### src/rtl/multicycle_control.sv
// Multicycle sequencer for the RV32I-subset core.
// One ULA and one unified memory are shared across fetch, address, execute
// and branch-compare steps. Stalls on mem_ready and counts retired instructions.
module multicycle_control #(
  parameter int CNT_W = 32
) (
  input  logic             clk,
  input  logic             rst_n,
  input  logic [6:0]       OP,
  input  logic [2:0]       Funct3,
  input  logic [6:0]       Funct7,
  input  logic             Zero,
  input  logic             mem_ready,
  output logic             PCWrite,
  output logic             AdrSrc,
  output logic             IRWrite,
  output logic             MemWrite,
  output logic             RegWrite,
  output logic [1:0]       ResultSrc,
  output logic [1:0]       ULASrcA,
  output logic [1:0]       ULASrcB,
  output logic [1:0]       ImmSrc,
  output logic [2:0]       ULAControl,
  output logic             illegal,
  output logic [CNT_W-1:0] instr_count
);

  localparam logic [3:0] S_FETCH    = 4'd0;
  localparam logic [3:0] S_DECODE   = 4'd1;
  localparam logic [3:0] S_MEMADR   = 4'd2;
  localparam logic [3:0] S_MEMREAD  = 4'd3;
  localparam logic [3:0] S_MEMWB    = 4'd4;
  localparam logic [3:0] S_MEMWRITE = 4'd5;
  localparam logic [3:0] S_EXECUTER = 4'd6;
  localparam logic [3:0] S_EXECUTEI = 4'd7;
  localparam logic [3:0] S_ALUWB    = 4'd8;
  localparam logic [3:0] S_BEQ      = 4'd9;
  localparam logic [3:0] S_TRAP     = 4'd10;

  localparam logic [6:0] OP_LOAD   = 7'b0000011;
  localparam logic [6:0] OP_STORE  = 7'b0100011;
  localparam logic [6:0] OP_RTYPE  = 7'b0110011;
  localparam logic [6:0] OP_ITYPE  = 7'b0010011;
  localparam logic [6:0] OP_BRANCH = 7'b1100011;

  logic [3:0]       state_q, state_d;
  logic [CNT_W-1:0] count_q, count_d;
  logic             is_lb, is_sb, is_r, is_i, is_beq;
  logic             pc_write, ir_write, mem_write, reg_write, trap_flag;

  // Map funct3 to the ULA operation shared by register and immediate forms.
  function automatic logic [2:0] alu_from_f3(input logic [2:0] f3);
    logic [2:0] op;
    op = 3'b000;
    case (f3)
      3'b000:  op = 3'b000;
      3'b111:  op = 3'b010;
      3'b110:  op = 3'b011;
      3'b010:  op = 3'b101;
      3'b100:  op = 3'b110;
      3'b001:  op = 3'b111;
      3'b101:  op = 3'b100;
      default: op = 3'b000;
    endcase
    return op;
  endfunction

  // Classify the IR fields into the supported instruction groups.
  always_comb begin
    is_lb  = (OP == OP_LOAD)   && (Funct3 == 3'b000);
    is_sb  = (OP == OP_STORE)  && (Funct3 == 3'b000);
    is_beq = (OP == OP_BRANCH) && (Funct3 == 3'b000);
    is_r   = (OP == OP_RTYPE) &&
             (((Funct7 == 7'b0000000) && (Funct3 != 3'b011)) ||
              ((Funct7 == 7'b0100000) && (Funct3 == 3'b000)));
    is_i   = (OP == OP_ITYPE) && (Funct3 != 3'b010) && (Funct3 != 3'b011);
  end

  // Next-state sequencing, including memory stalls and the sticky trap.
  always_comb begin
    state_d = state_q;
    case (state_q)
      S_FETCH:    if (mem_ready) state_d = S_DECODE;
      S_DECODE: begin
        if (is_lb || is_sb)  state_d = S_MEMADR;
        else if (is_r)       state_d = S_EXECUTER;
        else if (is_i)       state_d = S_EXECUTEI;
        else if (is_beq)     state_d = S_BEQ;
        else                 state_d = S_TRAP;
      end
      S_MEMADR:   state_d = is_lb ? S_MEMREAD : S_MEMWRITE;
      S_MEMREAD:  if (mem_ready) state_d = S_MEMWB;
      S_MEMWB:    state_d = S_FETCH;
      S_MEMWRITE: if (mem_ready) state_d = S_FETCH;
      S_EXECUTER: state_d = S_ALUWB;
      S_EXECUTEI: state_d = S_ALUWB;
      S_ALUWB:    state_d = S_FETCH;
      S_BEQ:      state_d = S_FETCH;
      S_TRAP:     state_d = S_TRAP;
      default:    state_d = S_TRAP;
    endcase
  end

  // An instruction retires on every completing step that returns to fetch.
  always_comb begin
    count_d = count_q;
    if ((state_q == S_MEMWB) || (state_q == S_ALUWB) || (state_q == S_BEQ) ||
        ((state_q == S_MEMWRITE) && mem_ready))
      count_d = count_q + CNT_W'(1);
  end

  // Datapath control word as a function of the current step and IR fields.
  always_comb begin
    AdrSrc     = 1'b0;
    ResultSrc  = 2'b00;
    ULASrcA    = 2'b00;
    ULASrcB    = 2'b00;
    ULAControl = 3'b000;
    pc_write   = 1'b0;
    ir_write   = 1'b0;
    mem_write  = 1'b0;
    reg_write  = 1'b0;
    trap_flag  = 1'b0;
    if (OP == OP_STORE)       ImmSrc = 2'b01;
    else if (OP == OP_BRANCH) ImmSrc = 2'b10;
    else                      ImmSrc = 2'b00;
    case (state_q)
      S_FETCH: begin
        ULASrcB   = 2'b10;
        ResultSrc = 2'b10;
        ir_write  = mem_ready;
        pc_write  = mem_ready;
      end
      S_DECODE: begin
        ULASrcA = 2'b01;
        ULASrcB = 2'b01;
      end
      S_MEMADR: begin
        ULASrcA = 2'b10;
        ULASrcB = 2'b01;
      end
      S_MEMREAD:  AdrSrc = 1'b1;
      S_MEMWB: begin
        ResultSrc = 2'b01;
        reg_write = 1'b1;
      end
      S_MEMWRITE: begin
        AdrSrc    = 1'b1;
        mem_write = 1'b1;
      end
      S_EXECUTER: begin
        ULASrcA    = 2'b10;
        ULAControl = (Funct7 == 7'b0100000) ? 3'b001 : alu_from_f3(Funct3);
      end
      S_EXECUTEI: begin
        ULASrcA    = 2'b10;
        ULASrcB    = 2'b01;
        ULAControl = alu_from_f3(Funct3);
      end
      S_ALUWB:    reg_write = 1'b1;
      S_BEQ: begin
        ULASrcA    = 2'b10;
        ULAControl = 3'b001;
        pc_write   = Zero;
      end
      S_TRAP:     trap_flag = 1'b1;
      default:    trap_flag = 1'b1;
    endcase
  end

  assign PCWrite     = pc_write  & rst_n;
  assign IRWrite     = ir_write  & rst_n;
  assign MemWrite    = mem_write & rst_n;
  assign RegWrite    = reg_write & rst_n;
  assign illegal     = trap_flag & rst_n;
  assign instr_count = count_q;

  // State and retire-counter registers with asynchronous reset.
  always_ff @(posedge clk or negedge rst_n) begin
    if (!rst_n) begin
      state_q <= S_FETCH;
      count_q <= '0;
    end else begin
      state_q <= state_d;
      count_q <= count_d;
    end
  end

endmodule

### config.mk
export PLATFORM = sky130hd
export DESIGN_NAME = multicycle_control
export DESIGN_NICKNAME = d
export VERILOG_FILES = /design/src/rtl/multicycle_control.sv
export SDC_FILE = /design/constraint.sdc
export NUM_CORES = 1
export LEC_CHECK = 0
export ABC_AREA = 1
export ABC_CLOCK_PERIOD_IN_PS = 2950
export CORE_MARGIN = 8
export CORE_UTILIZATION = 29
export DETAILED_ROUTE_END_ITERATION = 10
export GPL_ROUTABILITY_DRIVEN = 0
export PLACE_DENSITY = 0.55
export SYNTH_ARGS = -nofsm -noshare
export SYNTH_HDL_FRONTEND = slang
export SYNTH_SLANG_ARGS = --single-unit
### constraint.sdc
create_clock -name clk -period 2.95 [get_ports clk]
set_clock_uncertainty 0.15 [all_clocks]
set_input_delay 0.4425 -clock clk [delete_from_list [all_inputs] [get_ports clk]]
set_output_delay 0.4425 -clock clk [all_outputs]
set_load 0.02 [all_outputs]
---- Word-level counts from Yosys, hierarchy flattened ----
Cells that the tools add are included.
storage, ports and cells
  register bits ........................... 36
  bits in latches ......................... 0
  memory bits (writable) .................. 0
  memory bits (read-only) ................. 0
  output and inout port bits .............. 49
  logic and storage cells ................. 82
  memories kept ........................... 0
cells by class
  add/sub/neg operators ................... 1
  multiply operators ...................... 0
  div/mod/pow operators ................... 0
  magnitude comparators ................... 0
  equality and inequality tests ........... 26
  shift-type cells ........................ 0
  multiplexer cells ....................... 23
  bitwise operators ....................... 5
  reduce and logical (&&, ||, !) cells .... 25
operators by type and width
  cell                                                             number
  32-bit by 1-bit adder with 32-bit output, second input constant  1
  4-bit one-hot mux with 7 select lines                            1
  4-bit two-way mux                                                6
  7-bit by 6-bit == test with 1-bit output, second input constant  3
  3-bit one-hot mux with 6 select lines                            1
  4-bit by 3-bit == test with 1-bit output, second input constant  4
  3-bit == test, second input constant                             4
  2-bit one-hot mux with 2 select lines                            3
  10-bit OR reduction                                              1
  1-bit logical AND                                                9
  3-bit one-hot mux with 3 select lines                            1
  4-bit by 2-bit == test with 1-bit output, second input constant  2
  4-bit == test, second input constant                             2
  7-bit by 2-bit == test with 1-bit output, second input constant  1
  7-bit by 5-bit == test with 1-bit output, second input constant  1
  7-bit == test, second input constant                             1
  7-bit zero test                                                  1
  2-bit two-way mux                                                3
  3-bit two-way mux                                                2
  2-bit != test, second input constant                             3
  3-bit by 2-bit != test with 1-bit output, second input constant  2
  2-bit OR reduction                                               3
  3-bit OR reduction                                               2
  1-bit AND                                                        5
  10 further kinds                                                 18

---- Depth between registers and ports, before layout ----
  depth in word-level cells ............... 7
  depth in mapped cells ................... 11

---- Least setup slack after synthesis ----
No wires, ideal clock.
  kind .................................... register to output
  start ................................... register state_q[0]
  end ..................................... output ULASrcB[0]
  arrival time ............................ 1362 ps
  data required time ...................... 2358 ps
  path slack .............................. 995 ps
  cell stages (with the launch flop) ...... 3
  buffers on the path ..................... 0
  path through ............................ dfrtp_1 inv_1 o311ai_0
between the ends
  cells in the longest elaborated chain, start to end .. 3
  elaborated cells on any way between the ends .. 6
  those cells by class .................... 3 x eq/ne; 1 x mux; 2 x reduce/logical
RTL lines
  element                                                           line  source
  start: declaration                                                46    logic [3:0] state_q, state_d;
  start signal: assignment                                          184   state_q <= state_d;
  4-bit by 1-bit == test with 1-bit output (tied with other cells)  127   case (state_q)
  3-bit OR reduction (no line)                                      n/a
  2-bit one-hot mux with 2 select lines *                           127
  end: declaration                                                  21    output logic [1:0] ULASrcB,
Mark *: on every way between the ends. The rest lies on a longest branch, timed or not.

---- Worst setup path after layout ----
  start ................................... register state_q[1]
  end ..................................... output ULAControl[0]
between the ends
  cells in the longest elaborated chain, start to end .. 2
  elaborated cells on any way between the ends .. 4
  those cells by class .................... 3 x eq/ne; 1 x mux
RTL lines
  element                                                                    line  source
  4-bit == test or 4-bit by 3-bit == test with 1-bit output (tied branches)  127
  3-bit one-hot mux with 3 select lines *                                    127
  end: declaration                                                           23    output logic [2:0] ULAControl,
Marks and branches as above.

==> results.tsv <==
metric	value	unit
dr_wl_met3	480	um
antenna_found_initial	0	
top_layer	met4	
cts_tree	done	
cts_hold_buf	0	
detailed_place_hpwl	6329	um
grt_max_degree	37	
detail_route.wl_per_cell	13.53	um
yosys_most_used_dff	dfrtp_1	
ys_types	29	
synth_area_per_cell	6.504	um^2
path_max_fanout	6	
yosysWarnings	0	
fmax	373.7	MHz
yosysMostFrequentCell	nand2_1	
tightest_slew	0.5360	ns
drive_gt1_frac	0.06356	
power_leakage	0.001538	uW
netlist_top_cells_area	dfrtp_1 35%, nand2_1 20%, nor2_1 8.0%	
postSynth.asyncResetShare	1.000	
die_h	110.5	um
rsz0062_at_grt	false	
seqPwrFrac	0.532	
clkPwrFrac	0.403	
clkLatencyLatePin	0.29	ns
grt-ovfl-total	0	
die-area	12210	um^2
switching_share	0.2339	
fin_crit_sh	0.9071	
clock-root-buffer	clkbuf_8	
yosys.area.top_type	dfrtp_1	
wl	7846	um
place_area	3386	um^2
dr.pass1.iters	4	
hold_class	in2async	
vias	2729	
drv_cap	0	
dr_wl_met2	3698	um
grt_pass1_vias	2723	
grt_usage	0.1292	
synth-edff-count	0	
cts.sinks	36	
met1Wirelength	3575	um
clk_pin_slew	0.08	ns
io_buffer_count	69	
cts_resized	0	
start_kind	register	
ys_ff_latch	36	
end_kind	output pin	
die_x	110.5	um
worstPathRequired	2.36	ns
final_area	3478	um^2
setup_violations	0	
post-route-util	0.4008	
syn_to_final_growth	34.36	%
arrival	2.08	ns
power_density	266.2	nW/um^2
netlist_area	2589	um^2
internal-power	709.5	uW
htree_levels	2	
io_pins	70	
avgViaCountPerCell	4.705	
syn_inst	398	
synthTopCellsByCount	138 x nand2_1, 55 x nor2_1, 51 x inv_1	
max_slew_margin	0.6423	
period_needed	2.676	ns
yosys.area.top_type_share	0.3480	
hold_violations	0	
initial_core_util	0.2983	
post_cts_buffers	0	
syn_nets	420	
tns	0	ns
final_nets	493	
outcome	finished, final reports clean	
insertedDiodeCount	0	
grt_pass1_wl	13300	um
design.core.area	8678	um^2
drtIter0Drc	115	
p_sw	216.6	uW
drc	0	
num_rows	34	
critPathKind	reg2out	
final_antenna_net_count	0	
seq_area_frac_synth	0.3480	
slew_viol_final	0	
ctsLongestPathBuffers	2	
combPwrFrac	0.065	
cts_buffers	5	
finalPower	926.1	uW
peakVddDrop	0.1263	mV
kinds of logic after synthesis:
group           after synthesis  share of synthesized area
xor+xnor                     18                    0.06090
compound gates               24                    0.05123
flops                        36                     0.3480
simple gates                262                     0.4447
fa+ha+maj                     1                   0.004832
buf+inv                      57                    0.09038
final cells by class:
| class | count | area (um^2) |
|---|---|---|
| clock buffer | 6 | 82.58 |
| tap | 108 | 135.1 |
| fill | 951 | 5200 |
| timing repair buffer | 71 | 700.7 |
| clock inverter | 2 | 10.01 |
| multi-input combinational | 305 | 1454 |
| sequential | 36 | 900.9 |
| inverter | 52 | 195.2 |
final timing paths:
kind	from	to	slack [ns]	depth (start not counted)
max in group asynchronous	rst_n	instr_count[31]$_DFFE_PN0P_	2.20	2
min in group clk	instr_count[31]$_DFFE_PN0P_	instr_count[31]$_DFFE_PN0P_	0.39	2
min	rst_n	instr_count[9]$_DFFE_PN0P_	0.11	2
max	state_q[1]$_DFFE_PN0P_	ULAControl[0]	0.27	8
min reg2reg	instr_count[31]$_DFFE_PN0P_	instr_count[31]$_DFFE_PN0P_	0.39	2
max reg2reg	instr_count[0]$_DFFE_PN0P_	instr_count[30]$_DFFE_PN0P_	0.69	10
layer usage:
layer / vias to the layer above / GRT usage
met4: 0 / 0.03874
met1: 1265 / 0.1584
met5: - / 0
li1: 1396 / -
met3: 6 / 0.03301
met2: 62 / 0.2158
critical path, cell delays in order, from the launching register on:
cell and delay, ns:
dfrtp_1 0.46, inv_2 0.10, nand2_2 0.06, inv_1 0.08, nand2_1 0.08, inv_1 0.14, nor2_1 0.07, a31oi_1 0.16
clkdlybuf4s50_1 0.63
flip-flops by register name, summed over array words and instances (netlist names):
name,cells
state_q,4
instr_count,32
per-stage QoR:
step,hold slack [ns],std cells,worst slack (ns)
floorplan,-0.003091,398,0.9955
CTS,0.1376,580,0.2940
detailed placement,0.3787,572,0.3168
global route,0.1606,580,0.1734
finish,0.1122,580,0.2740
global placement,0.3604,572,0.3634
power by group through the flow:
stage	logic (uW)	registers (uW)	clock network [uW]
finish	60.0	493	373
global route	66.8	493	405
CTS	61.3	493	388
detailed placement	61.0	503	0
global placement	59.7	503	0
floorplan	14.5	503	0
layout by cell type (no fill, tap or decap), types with 3 or more instances in the layout:
master,n
clkbuf_8,6
nor3_2,4
xor2_1,13
o21ai_1,11
inv_1,51
nor2_1,55
nand4_1,9
dfrtp_1,36
nand3_1,20
nor2_2,6
nand2_1,138
nor3_1,16
a21oi_1,5
xnor2_1,5
o21ai_0,4
nand3b_1,6
clkdlybuf4s50_1,68
nand3_2,3
Power figures use the tool's default switching activity.
